==> src/rtl/apb_master.sv <==
// APB initiator: accepts single read/write commands over valid/ready, runs one APB transfer
// each and returns a one-cycle response strobe. Define APB_MASTER_TIMEOUT_EN for the ACCESS watchdog.
module apb_master #(
    parameter int APB_BUS_SIZE   = 32,
    parameter int ADDR_SIZE      = 8,
    parameter int TIMEOUT_CYCLES = 16
) (
    input  logic                    clk,
    input  logic                    rst,
    input  logic                    cmd_valid,
    output logic                    cmd_ready,
    input  logic                    cmd_write,
    input  logic [ADDR_SIZE-1:0]    cmd_addr,
    input  logic [APB_BUS_SIZE-1:0] cmd_wdata,
    output logic                    rsp_valid,
    output logic [APB_BUS_SIZE-1:0] rsp_rdata,
    output logic                    rsp_err,
    output logic                    rsp_timeout,
    output logic                    psel,
    output logic                    penable,
    output logic                    pwrite,
    output logic [ADDR_SIZE-1:0]    paddr,
    output logic [APB_BUS_SIZE-1:0] pwdata,
    input  logic [APB_BUS_SIZE-1:0] prdata,
    input  logic                    pready,
    input  logic                    pslverr
);

    typedef enum logic [1:0] {
        IDLE   = 2'd0,
        SETUP  = 2'd1,
        ACCESS = 2'd2
    } state_t;

    state_t state_r;
    state_t next_state_s;

    logic                    cmd_accept_s;
    logic                    xfer_done_s;
    logic                    xfer_abort_s;
    logic                    wd_expired_s;

    logic                    cmd_ready_r,   cmd_ready_s;
    logic                    psel_r,        psel_s;
    logic                    penable_r,     penable_s;
    logic                    pwrite_r,      pwrite_s;
    logic [ADDR_SIZE-1:0]    paddr_r,       paddr_s;
    logic [APB_BUS_SIZE-1:0] pwdata_r,      pwdata_s;
    logic                    rsp_valid_r,   rsp_valid_s;
    logic [APB_BUS_SIZE-1:0] rsp_rdata_r,   rsp_rdata_s;
    logic                    rsp_err_r,     rsp_err_s;
    logic                    rsp_timeout_r, rsp_timeout_s;

    // FSM state register
    always_ff @(posedge clk or posedge rst) begin
        if (rst) begin
            state_r <= IDLE;
        end else begin
            state_r <= next_state_s;
        end
    end

    // Next-state decode and next values for every registered output
    always_comb begin
        next_state_s  = state_r;
        cmd_accept_s  = 1'b0;
        xfer_done_s   = 1'b0;
        xfer_abort_s  = 1'b0;

        case (state_r)
            IDLE: begin
                if (cmd_valid && cmd_ready_r) begin
                    cmd_accept_s = 1'b1;
                    next_state_s = SETUP;
                end else begin
                    next_state_s = IDLE;
                end
            end
            SETUP: begin
                next_state_s = ACCESS;
            end
            ACCESS: begin
                // pready beats the watchdog when both land on the same cycle
                if (pready) begin
                    xfer_done_s  = 1'b1;
                    next_state_s = IDLE;
                end else if (wd_expired_s) begin
                    xfer_abort_s = 1'b1;
                    next_state_s = IDLE;
                end else begin
                    next_state_s = ACCESS;
                end
            end
            default: begin
                next_state_s = IDLE;
            end
        endcase

        cmd_ready_s = (next_state_s == IDLE);
        psel_s      = (next_state_s == SETUP) || (next_state_s == ACCESS);
        penable_s   = (next_state_s == ACCESS);

        if (cmd_accept_s) begin
            pwrite_s = cmd_write;
            paddr_s  = cmd_addr;
            pwdata_s = cmd_wdata;
        end else begin
            pwrite_s = pwrite_r;
            paddr_s  = paddr_r;
            pwdata_s = pwdata_r;
        end

        rsp_valid_s   = xfer_done_s || xfer_abort_s;
        rsp_err_s     = (xfer_done_s && pslverr) || xfer_abort_s;
        rsp_timeout_s = xfer_abort_s;
        if (xfer_done_s && !pwrite_r) begin
            rsp_rdata_s = prdata;
        end else begin
            rsp_rdata_s = '0;
        end
    end

    // APB and response output registers
    always_ff @(posedge clk or posedge rst) begin
        if (rst) begin
            cmd_ready_r   <= 1'b0;
            psel_r        <= 1'b0;
            penable_r     <= 1'b0;
            pwrite_r      <= 1'b0;
            paddr_r       <= '0;
            pwdata_r      <= '0;
            rsp_valid_r   <= 1'b0;
            rsp_rdata_r   <= '0;
            rsp_err_r     <= 1'b0;
            rsp_timeout_r <= 1'b0;
        end else begin
            cmd_ready_r   <= cmd_ready_s;
            psel_r        <= psel_s;
            penable_r     <= penable_s;
            pwrite_r      <= pwrite_s;
            paddr_r       <= paddr_s;
            pwdata_r      <= pwdata_s;
            rsp_valid_r   <= rsp_valid_s;
            rsp_rdata_r   <= rsp_rdata_s;
            rsp_err_r     <= rsp_err_s;
            rsp_timeout_r <= rsp_timeout_s;
        end
    end

`ifdef APB_MASTER_TIMEOUT_EN
    localparam int WD_W = $clog2(TIMEOUT_CYCLES + 1);

    logic [WD_W-1:0] wait_cnt_r;

    // Wait-state counter: cleared in SETUP, counts ACCESS cycles without pready
    always_ff @(posedge clk or posedge rst) begin
        if (rst) begin
            wait_cnt_r <= '0;
        end else if (state_r == SETUP) begin
            wait_cnt_r <= '0;
        end else if ((state_r == ACCESS) && !pready && !wd_expired_s) begin
            wait_cnt_r <= wait_cnt_r + WD_W'(1);
        end else begin
            wait_cnt_r <= wait_cnt_r;
        end
    end

    // The current ACCESS cycle is the last allowed wait state
    assign wd_expired_s = (wait_cnt_r == WD_W'(TIMEOUT_CYCLES - 1));
`else
    // Without the watchdog ACCESS never expires
    assign wd_expired_s = (TIMEOUT_CYCLES < 0);
`endif

    assign cmd_ready   = cmd_ready_r;
    assign psel        = psel_r;
    assign penable     = penable_r;
    assign pwrite      = pwrite_r;
    assign paddr       = paddr_r;
    assign pwdata      = pwdata_r;
    assign rsp_valid   = rsp_valid_r;
    assign rsp_rdata   = rsp_rdata_r;
    assign rsp_err     = rsp_err_r;
    assign rsp_timeout = rsp_timeout_r;

endmodule

==> config.mk <==
export PLATFORM = sky130hd
export DESIGN_NAME = apb_master
export DESIGN_NICKNAME = d
export VERILOG_FILES = /design/src/rtl/apb_master.sv
export SDC_FILE = /design/constraint.sdc
export NUM_CORES = 1
export LEC_CHECK = 0
export CAP_MARGIN = 20
export CORE_ASPECT_RATIO = 1.75
export CORE_MARGIN = 4
export CORE_UTILIZATION = 41
export CTS_BUF_LIST = sky130_fd_sc_hd__clkbuf_4 sky130_fd_sc_hd__clkbuf_8
export CTS_CLUSTER_DIAMETER = 120
export DETAILED_ROUTE_END_ITERATION = 10
export GPL_TIMING_DRIVEN = 0
export PLACE_DENSITY = 0.83
export SYNTH_ARGS = -nofsm -noshare
export SYNTH_HDL_FRONTEND = slang
export SYNTH_SLANG_ARGS = --single-unit
==> constraint.sdc <==
create_clock -name clk -period 3.59 [get_ports clk]
set_clock_uncertainty 0.15 [all_clocks]
set_input_delay 0.718 -clock clk [delete_from_list [all_inputs] [get_ports clk]]
set_output_delay 0.718 -clock clk [all_outputs]
set_load 0.1 [all_outputs]
## Word level (Yosys, flattened, before mapping)

Cells that the tools add are included.

| word-level totals | value |
|---|---|
| output and inout bits | 79 |
| bits of input ports | 78 |
| register bits | 80 |
| logic and storage cells | 29 |

| operators by class | value |
|---|---|
| mux-type cells | 8 |
| reductions and logical operators | 7 |
| equality and inequality tests | 4 |

Operators by type and width:

| operator | count |
|---|---|
| $mux W32 | 1 |
| $pmux W2 S3 | 1 |
| $mux W1 | 5 |
| $eq A2 B1 Y1 const B | 2 |
| $eq A2 B2 Y1 const B | 2 |
| $logic_not A2 Y1 | 2 |
| $logic_and A1 B1 Y1 | 3 |
| $mux W2 | 1 |
| $logic_not A1 Y1 | 1 |
| $logic_or A1 B1 Y1 | 1 |

## Depth between registers and ports, before layout

Gate-level depths: netlist of the first run.

| logic depth | value |
|---|---|
| depth after elaboration | 5 |
| depth in mapped cells | 5 |
| gate-level depth less buffers | 3 |

## Worst setup path before layout of the first run

OpenSTA, ideal clock, no wires.

| path | value |
|---|---|
| kind | register to register |
| from | reg cmd_ready_r, in the netlist cmd_ready |
| to | reg psel_r, in the netlist psel |
| library setup time | 0.126 ns |
| clock period less this slack | 2.092 ns |
| arrival | 1.816 ns |
| data required time | 3.314 ns |
| stages on the path, launching flop included | 6 |
| slack | 1.498 ns |
| path buffers | 2 |
| path through | dfrtp_1 and4bb_1 buf_6 buf_12 inv_2 ha_1 |

| between the ends | value |
|---|---|
| word-level cells in the longest chain between the ends | 5 |
| elaborated cells between the ends (all ways) | 6 |
| those cells by class | eq/ne: 2; mux: 2; reduce/logical: 2 |

RTL lines:

| element | line | RTL |
|---|---|---|
| start: declaration | 43 | `logic cmd_ready_r, cmd_ready_s;` |
| start signal: assignment | 137 | `cmd_ready_r <= cmd_ready_s;` |
| $logic_and A1 B1 Y1 * | 72 | `if (cmd_valid && cmd_ready_r) begin` |
| $mux W1 * | 72 |  |
| $pmux W2 S3 * | 70 | `case (state_r)` |
| via next_state_s[0] | 36 | `state_t next_state_s;` |
| $eq A2 B1 Y1 / $eq A2 B2 Y1 (equally long branches) | 100 | `psel_s = (next_state_s == SETUP) \|\| (next_state_s == ACCESS);` |
| $logic_or A1 B1 Y1 * | 100 |  |
| via psel_s | 44 | `logic psel_r, psel_s;` |
| end signal: assignment | 138 | `psel_r <= psel_s;` |
| end: declaration | 44 |  |

Mark *: on every way through the listed nets, which the timed path passes. The rest lies on a longest branch.
A chain may end at the register's enable or synchronous reset.

## Final worst setup path of the first run

| path | value |
|---|---|
| from | reg pwdata_r[17], in the netlist pwdata[17] |
| to | out pwdata[17] |

RTL lines:

| element | line | RTL |
|---|---|---|
| start: declaration | 48 | `logic [APB_BUS_SIZE-1:0] pwdata_r, pwdata_s;` |
| start signal: assignment | 142 | `pwdata_r <= pwdata_s;` |
| end: declaration | 23 | `output logic [APB_BUS_SIZE-1:0] pwdata,` |

No word-level cell between the ends.

==> impl_metrics.csv, run 1 <==
group,metric,value,unit
drt,drtAntennaViolNets,0,
cts,cts-root-buf,"sky130_fd_sc_hd__clkbuf_8",
cts,holdBufCountCts,0,
drt,drt_pre_antenna_iters,4,
logic_synthesis,synth-compound-area-share,0,%
logic_synthesis,synth_edf_count,0,
timing,hold_viol_final,0,
drt,first_iter_violations,116,
job,maxCapViolCount,0,
worst_setup_path,cp-start-kind,"flip-flop",
run_status,run_status,"finished clean",
cts,postCtsResizedCells,0,
cts,htree_levels,3,
place,io_buffer_count,155,
logic_synthesis,yosysTopAreaCell,"sky130_fd_sc_hd__dfrtp_1",
final_layout,num-fill-cells,538,
worst_setup_path,path_max_fanout,2,
timing,relSlewSlack,31.6,%
worst_setup_path,crit_path_max_incr_delay,1.16,ns
timing,min_period,2.75,ns
timing,rsz0062_at_grt,"no",
logic_synthesis,synthAdderAreaFrac,0.829,%
cts,insertion_delay,0.34,ns
logic_synthesis,synth.yosys.warnings,0,
logic_synthesis,avgSynthCellArea,17.3,um2
grt,track_usage,17.9,%
worst_setup_path,slowest_stage,"sky130_fd_sc_hd__clkdlybuf4s50_1",
final_layout,multi_input_comb_area,898,um2
worst_setup_path,cpLargestDelayFamily,"buffers and inverters",
logic_synthesis,synth-seq-area-share,66.3,%
cts,clk_path_buf_depth,2,
logic_synthesis,synth_top_area_share,66.3,%
logic_synthesis,synth_xor_xnor_area_share,0,%
logic_synthesis,synth-simple-area-share,8.08,%
final_layout,design.final.nets,421,
cts,clkSinkCount,80,
worst_setup_path,crit_buf_inv,1,
logic_synthesis,synthDistinctLibCells,17,
floorplan,core_area,7180,um2
cts,cts_tree,"built",
floorplan,ios,157,
logic_synthesis,synthesis.instances,174,
final_layout,drive_gt1_share,17.5,%
floorplan,initial_core_util,42.0,%
logic_synthesis,dominant_cell_by_count_in_the_synthesized_netlist,"sky130_fd_sc_hd__dfrtp_1",
timing,achievable-frequency,364,MHz
final_layout,areaGrowthSynthToFinish,61.5,%
cts,tritoncts.num_buffers,9,
grt,antenna_violations_before_repair,0,
logic_synthesis,synth.mux.area_fraction,20.7,%
worst_setup_path,cp.arrival,1.88,ns
logic_synthesis,asyncSetResetFlopFracSynth,100,%
final_layout,area_occupied_by_registers,2000,um2
logic_synthesis,postSynth.topFlopCell,"sky130_fd_sc_hd__dfrtp_1",
grt,maximum_number_of_pins_on_one_net_before_global_route_repair,50,
grt,first_pass_grt_wire_length,11500,um
logic_synthesis,postSynthNetCount,254,
grt,overflow,0,
drt,via_count,1961,
drt,post-route-drc-count,0,
floorplan,std_cell_rows,41,
grt,first_global_vias,2226,
logic_synthesis,synth_area,3020,um2
cts,post_cts_buffers,0,
worst_setup_path,critical_path.cell_chain,"clkdlybuf4s50_1",
logic_synthesis,dominant_combinational_cell_family_by_area_after_synthesis,"multiplexers",
timing,postLayoutSetupSlackWorst,0.844,ns
timing,setup_viol,0,
logic_synthesis,netlist_top_cells_area,"sky130_fd_sc_hd__dfrtp_1 66%, sky130_fd_sc_hd__mux2_4 19%, sky130_fd_sc_hd__and2_1 6.8%, sky130_fd_sc_hd__buf_12 2.7%, sky130_fd_sc_hd__mux2_1 1.1%",
worst_hold_path,hold_path.class,"flip-flop to flip-flop",
logic_synthesis,synth_seq_cells,80,
floorplan,height_of_the_chip,121,um
floorplan,die_area,8850,um2
place,place_worst_setup_slack,1.21,ns
floorplan,die_w,72.9,um
worst_setup_path,timing.critical_path.required,2.72,ns
drt,wl_per_cell,17.3,um
timing,tightestPinTransition,1.02,ns
final_layout,antenna-diode-count,0,
worst_setup_path,timing.critical_path.to_type,"primary output",
drt,detail_route.wirelength,7420,um
timing,period_share,76.5,%
drt,route.detailed.vias_per_inst,4.58,
place,dpl.hpwl,5830,um
timing,timing.final.max_slew_violations,0,
worst_setup_path,critPathKind,"flip-flop to primary output",
logic_synthesis,synth.top_cells.by_count,"80 x sky130_fd_sc_hd__dfrtp_1, 38 x sky130_fd_sc_hd__mux2_4, 33 x sky130_fd_sc_hd__and2_1",
cts,worst_setup_hold_path_clk_slew,0.07,ns
place,globalplace.congestion,0.717,
[logic make-up (layout without fill, tap and decap cells)]
logic type                 count (synthesis)  after routing
DFF                                       80             80
adders and majority gates                  2              2
and+or+nand+nor                           37             37
other                                      1              1
muxes                                     43             43
buffers and inverters                     11            179
[placed cells by master, fill, tap and decap left out]
cell type	n
sky130_fd_sc_hd__clkdlybuf4s50_1	155
sky130_fd_sc_hd__dfrtp_1	80
sky130_fd_sc_hd__mux2_4	38
sky130_fd_sc_hd__and2_1	33
sky130_fd_sc_hd__clkbuf_8	9
sky130_fd_sc_hd__buf_12	4
sky130_fd_sc_hd__clkbuf_1	3
sky130_fd_sc_hd__mux2_1	3
sky130_fd_sc_hd__and4bb_1	2
sky130_fd_sc_hd__ha_1	2
sky130_fd_sc_hd__buf_6	1
sky130_fd_sc_hd__nor2_1	1
sky130_fd_sc_hd__mux2_2	1
sky130_fd_sc_hd__inv_2	1
sky130_fd_sc_hd__mux2i_1	1
sky130_fd_sc_hd__and3b_1	1
sky130_fd_sc_hd__inv_4	1
sky130_fd_sc_hd__buf_4	1
sky130_fd_sc_hd__conb_1	1
sky130_fd_sc_hd__clkinv_2	1
sky130_fd_sc_hd__bufinv_16	1
sky130_fd_sc_hd__clkbuf_4	1
sky130_fd_sc_hd__buf_16	1
[state kept, by name, summed over array words and instances (netlist names)]
name,flops
cmd_ready,1
paddr,8
penable,1
psel,1
pwdata,32
pwrite,1
rsp_err,1
rsp_rdata,32
rsp_valid,1
state_r,2
[through the flow]
| stage | utilization [%] | hold slack [ns] | setup TNS [ns] | std cells | instance area [um2] |
|---|---|---|---|---|---|
| 3_5_place_dp | 65.5 | 0.329 | 0 | 416 | 4710 |
| 5_1_grt | 67.9 | 0.375 | 0 | 428 | 4870 |
| 4_1_cts | 67.9 | 0.352 | 0 | 428 | 4870 |
| 3_3_place_gp | 65.1 | 0.317 | -42.17 | 415 | 4680 |
| 2_1_floorplan | - | 0.415 | 0 | 174 | 3020 |
| 6_report | 67.9 | 0.356 | 0 | 428 | 4870 |
[worst paths after layout]
| kind | end | slack [ns] | cells past startpoint | from |
|---|---|---|---|---|
| worst max register to register | psel | 1.95 | 5 | state_r[0] |
| min in group asynchronous | pwdata[27] | 0.57 | 2 | rst |
| worst min register to register | pwdata[24] | 0.36 | 1 | pwdata[24] |
| worst max-delay path | pwdata[17] | 0.84 | 1 | pwdata[17] |
| max in group asynchronous | rsp_rdata[23] | 2.16 | 3 | rst |
| worst min-delay path | pwdata[24] | 0.36 | 1 | pwdata[24] |
[layout make-up]
cell class | count | area share (%)
Buffer | 9 | 2.26
Clock buffer | 10 | 2.70
Clock inverter | 2 | 0.719
Inverter | 2 | 0.205
Multi-Input combinational cell | 83 | 18.4
Sequential cell | 80 | 41.1
Tap cell | 86 | 2.21
Timing Repair Buffer | 156 | 32.4
[metal layers]
metal / part of all wire (%) / wire, um / up-vias / global-route usage [%]
li1: - / - / 902 / -
met1: 32 / 2410 / 951 / 17.4
met2: 57 / 4200 / 88 / 31.6
met3: 7.1 / 530 / 20 / 6.88
met4: 3.7 / 276 / 0 / 9.24
met5: 0 / 0 / - / 0
Power of run 1 is left out: the tool's default activity adds up to more than one toggle a clock period on the data nets, which glitch-free logic cannot reach.
==> run 2, diff against run 1 <==
==> constraint.sdc (replaced) <==
create_clock -name clk -period 2.6 [get_ports clk]
set_clock_uncertainty 0.15 [all_clocks]
set_input_delay 0.52 -clock clk [delete_from_list [all_inputs] [get_ports clk]]
set_output_delay 0.52 -clock clk [all_outputs]
set_load 0.1 [all_outputs]
==> impl_metrics.csv, run 2 (synthesized netlist as in run 1, its figures left out) <==
group,metric,value,unit
drt,via_count,1911,
cts,tritoncts.num_buffers,9,
drt,drtAntennaViolNets,0,
cts,postCtsResizedCells,1,
worst_setup_path,critPathKind,"flip-flop to primary output",
timing,timing.final.max_slew_violations,0,
grt,first_global_vias,2012,
drt,route.detailed.vias_per_inst,4.42,
timing,hold_viol_final,0,
cts,insertion_delay,0.34,ns
final_layout,layout_commonest_cell,"sky130_fd_sc_hd__clkdlybuf4s50_1",
cts,clk_path_buf_depth,2,
worst_setup_path,cpLargestDelayFamily,"buffers and inverters",
timing,setup_viol,0,
place,dp_cells,416,
drt,first_iter_violations,42,
floorplan,std_cell_rows,41,
timing,tightestPinTransition,1.03,ns
final_layout,antenna-diode-count,0,
floorplan,initial_core_util,42.0,%
floorplan,core_area,7180,um2
timing,postLayoutSetupSlackWorst,0.0665,ns
worst_setup_path,timing.critical_path.to_type,"primary output",
floorplan,ios,157,
grt,track_usage,16.0,%
timing,period_share,97.4,%
job,maxCapViolCount,0,
grt,first_pass_grt_wire_length,10300,um
final_layout,final_cell_mix,"154 x sky130_fd_sc_hd__clkdlybuf4s50_1, 80 x sky130_fd_sc_hd__dfrtp_1, 38 x sky130_fd_sc_hd__mux2_4",
final_layout,drive_gt1_share,18.5,%
worst_setup_path,cp-start-kind,"flip-flop",
final_layout,design.final.nets,421,
run_status,run_status,"finished clean",
drt,detail_route.wirelength,7010,um
drt,post-route-drc-count,0,
worst_setup_path,crit_buf_inv,1,
place,io_buffer_count,155,
timing,rsz0062_at_grt,"no",
worst_hold_path,hold_path.class,"flip-flop to flip-flop",
grt,maximum_number_of_pins_on_one_net_before_global_route_repair,42,
timing,min_period,2.53,ns
cts,cts_tree,"built",
place,dpl.hpwl,5310,um
worst_setup_path,slowest_stage,"sky130_fd_sc_hd__clkdlybuf4s50_1",
timing,achievable-frequency,395,MHz
cts,post_cts_buffers,0,
floorplan,die_area,8850,um2
cts,cts-root-buf,"sky130_fd_sc_hd__clkbuf_8",
place,place_worst_setup_slack,0.394,ns
worst_setup_path,critical_path.cell_chain,"clkdlybuf4s50_1",
final_layout,areaGrowthSynthToFinish,63.1,%
cts,htree_levels,3,
floorplan,die_w,72.9,um
timing,hold_slack,0.344,ns
worst_setup_path,cp.arrival,1.86,ns
worst_setup_path,path_max_fanout,1,
cts,clkSinkCount,80,
cts,holdBufCountCts,0,
timing,relSlewSlack,31.0,%
place,globalplace.congestion,0.706,
drt,wl_per_cell,16.2,um
worst_setup_path,timing.critical_path.required,1.93,ns
worst_setup_path,crit_path_max_incr_delay,1.17,ns
grt,overflow,0,
drt,drt_pre_antenna_iters,3,
floorplan,height_of_the_chip,121,um
grt,antenna_violations_before_repair,0,
timing,fin_setup_tns,0,ns
cts,worst_setup_hold_path_clk_slew,0.08,ns
final_layout,final_cells,432,
run 2: area by class of cell:
cell class | instances | area [um2]
Inverter | 2 | 11.3
Buffer | 9 | 110
Sequential cell | 80 | 2000
Timing Repair Buffer | 156 | 1570
Clock inverter | 5 | 78.8
Multi-Input combinational cell | 83 | 898
Fill cell | 532 | 2260
Clock buffer | 11 | 145
Tap cell | 86 | 108
run 2: layer usage:
layer  up-vias  part of all wire, %  GRT usage (%)
li1        905                    -              -
met1       920                   33           15.3
met2        79                   58           29.6
met3         7                  7.7           6.38
met4         0                  1.6           6.24
met5         -                    0              0
run 2: final timing paths:
kind	to	from	slack, ns	depth (start not counted)
max in group asynchronous	pwdata[1]	rst	1.11	3
hold / removal	pwdata[24]	pwdata[24]	0.34	1
setup / recovery	rsp_rdata[7]	rsp_rdata[7]	0.07	1
setup reg to reg	psel	state_r[0]	0.97	5
hold reg to reg	pwdata[24]	pwdata[24]	0.34	1
min in group asynchronous	rsp_rdata[15]	rst	0.53	2
run 2: per-stage QoR:
stage / cell area (um2) / util [%]
detailed placement: 4700 / 65.5
floorplan: 3020 / -
global route: 4920 / 68.6
finish: 4920 / 68.6
global placement: 4680 / 65.2
CTS: 4920 / 68.6
Power of run 2 is left out for the same reason.
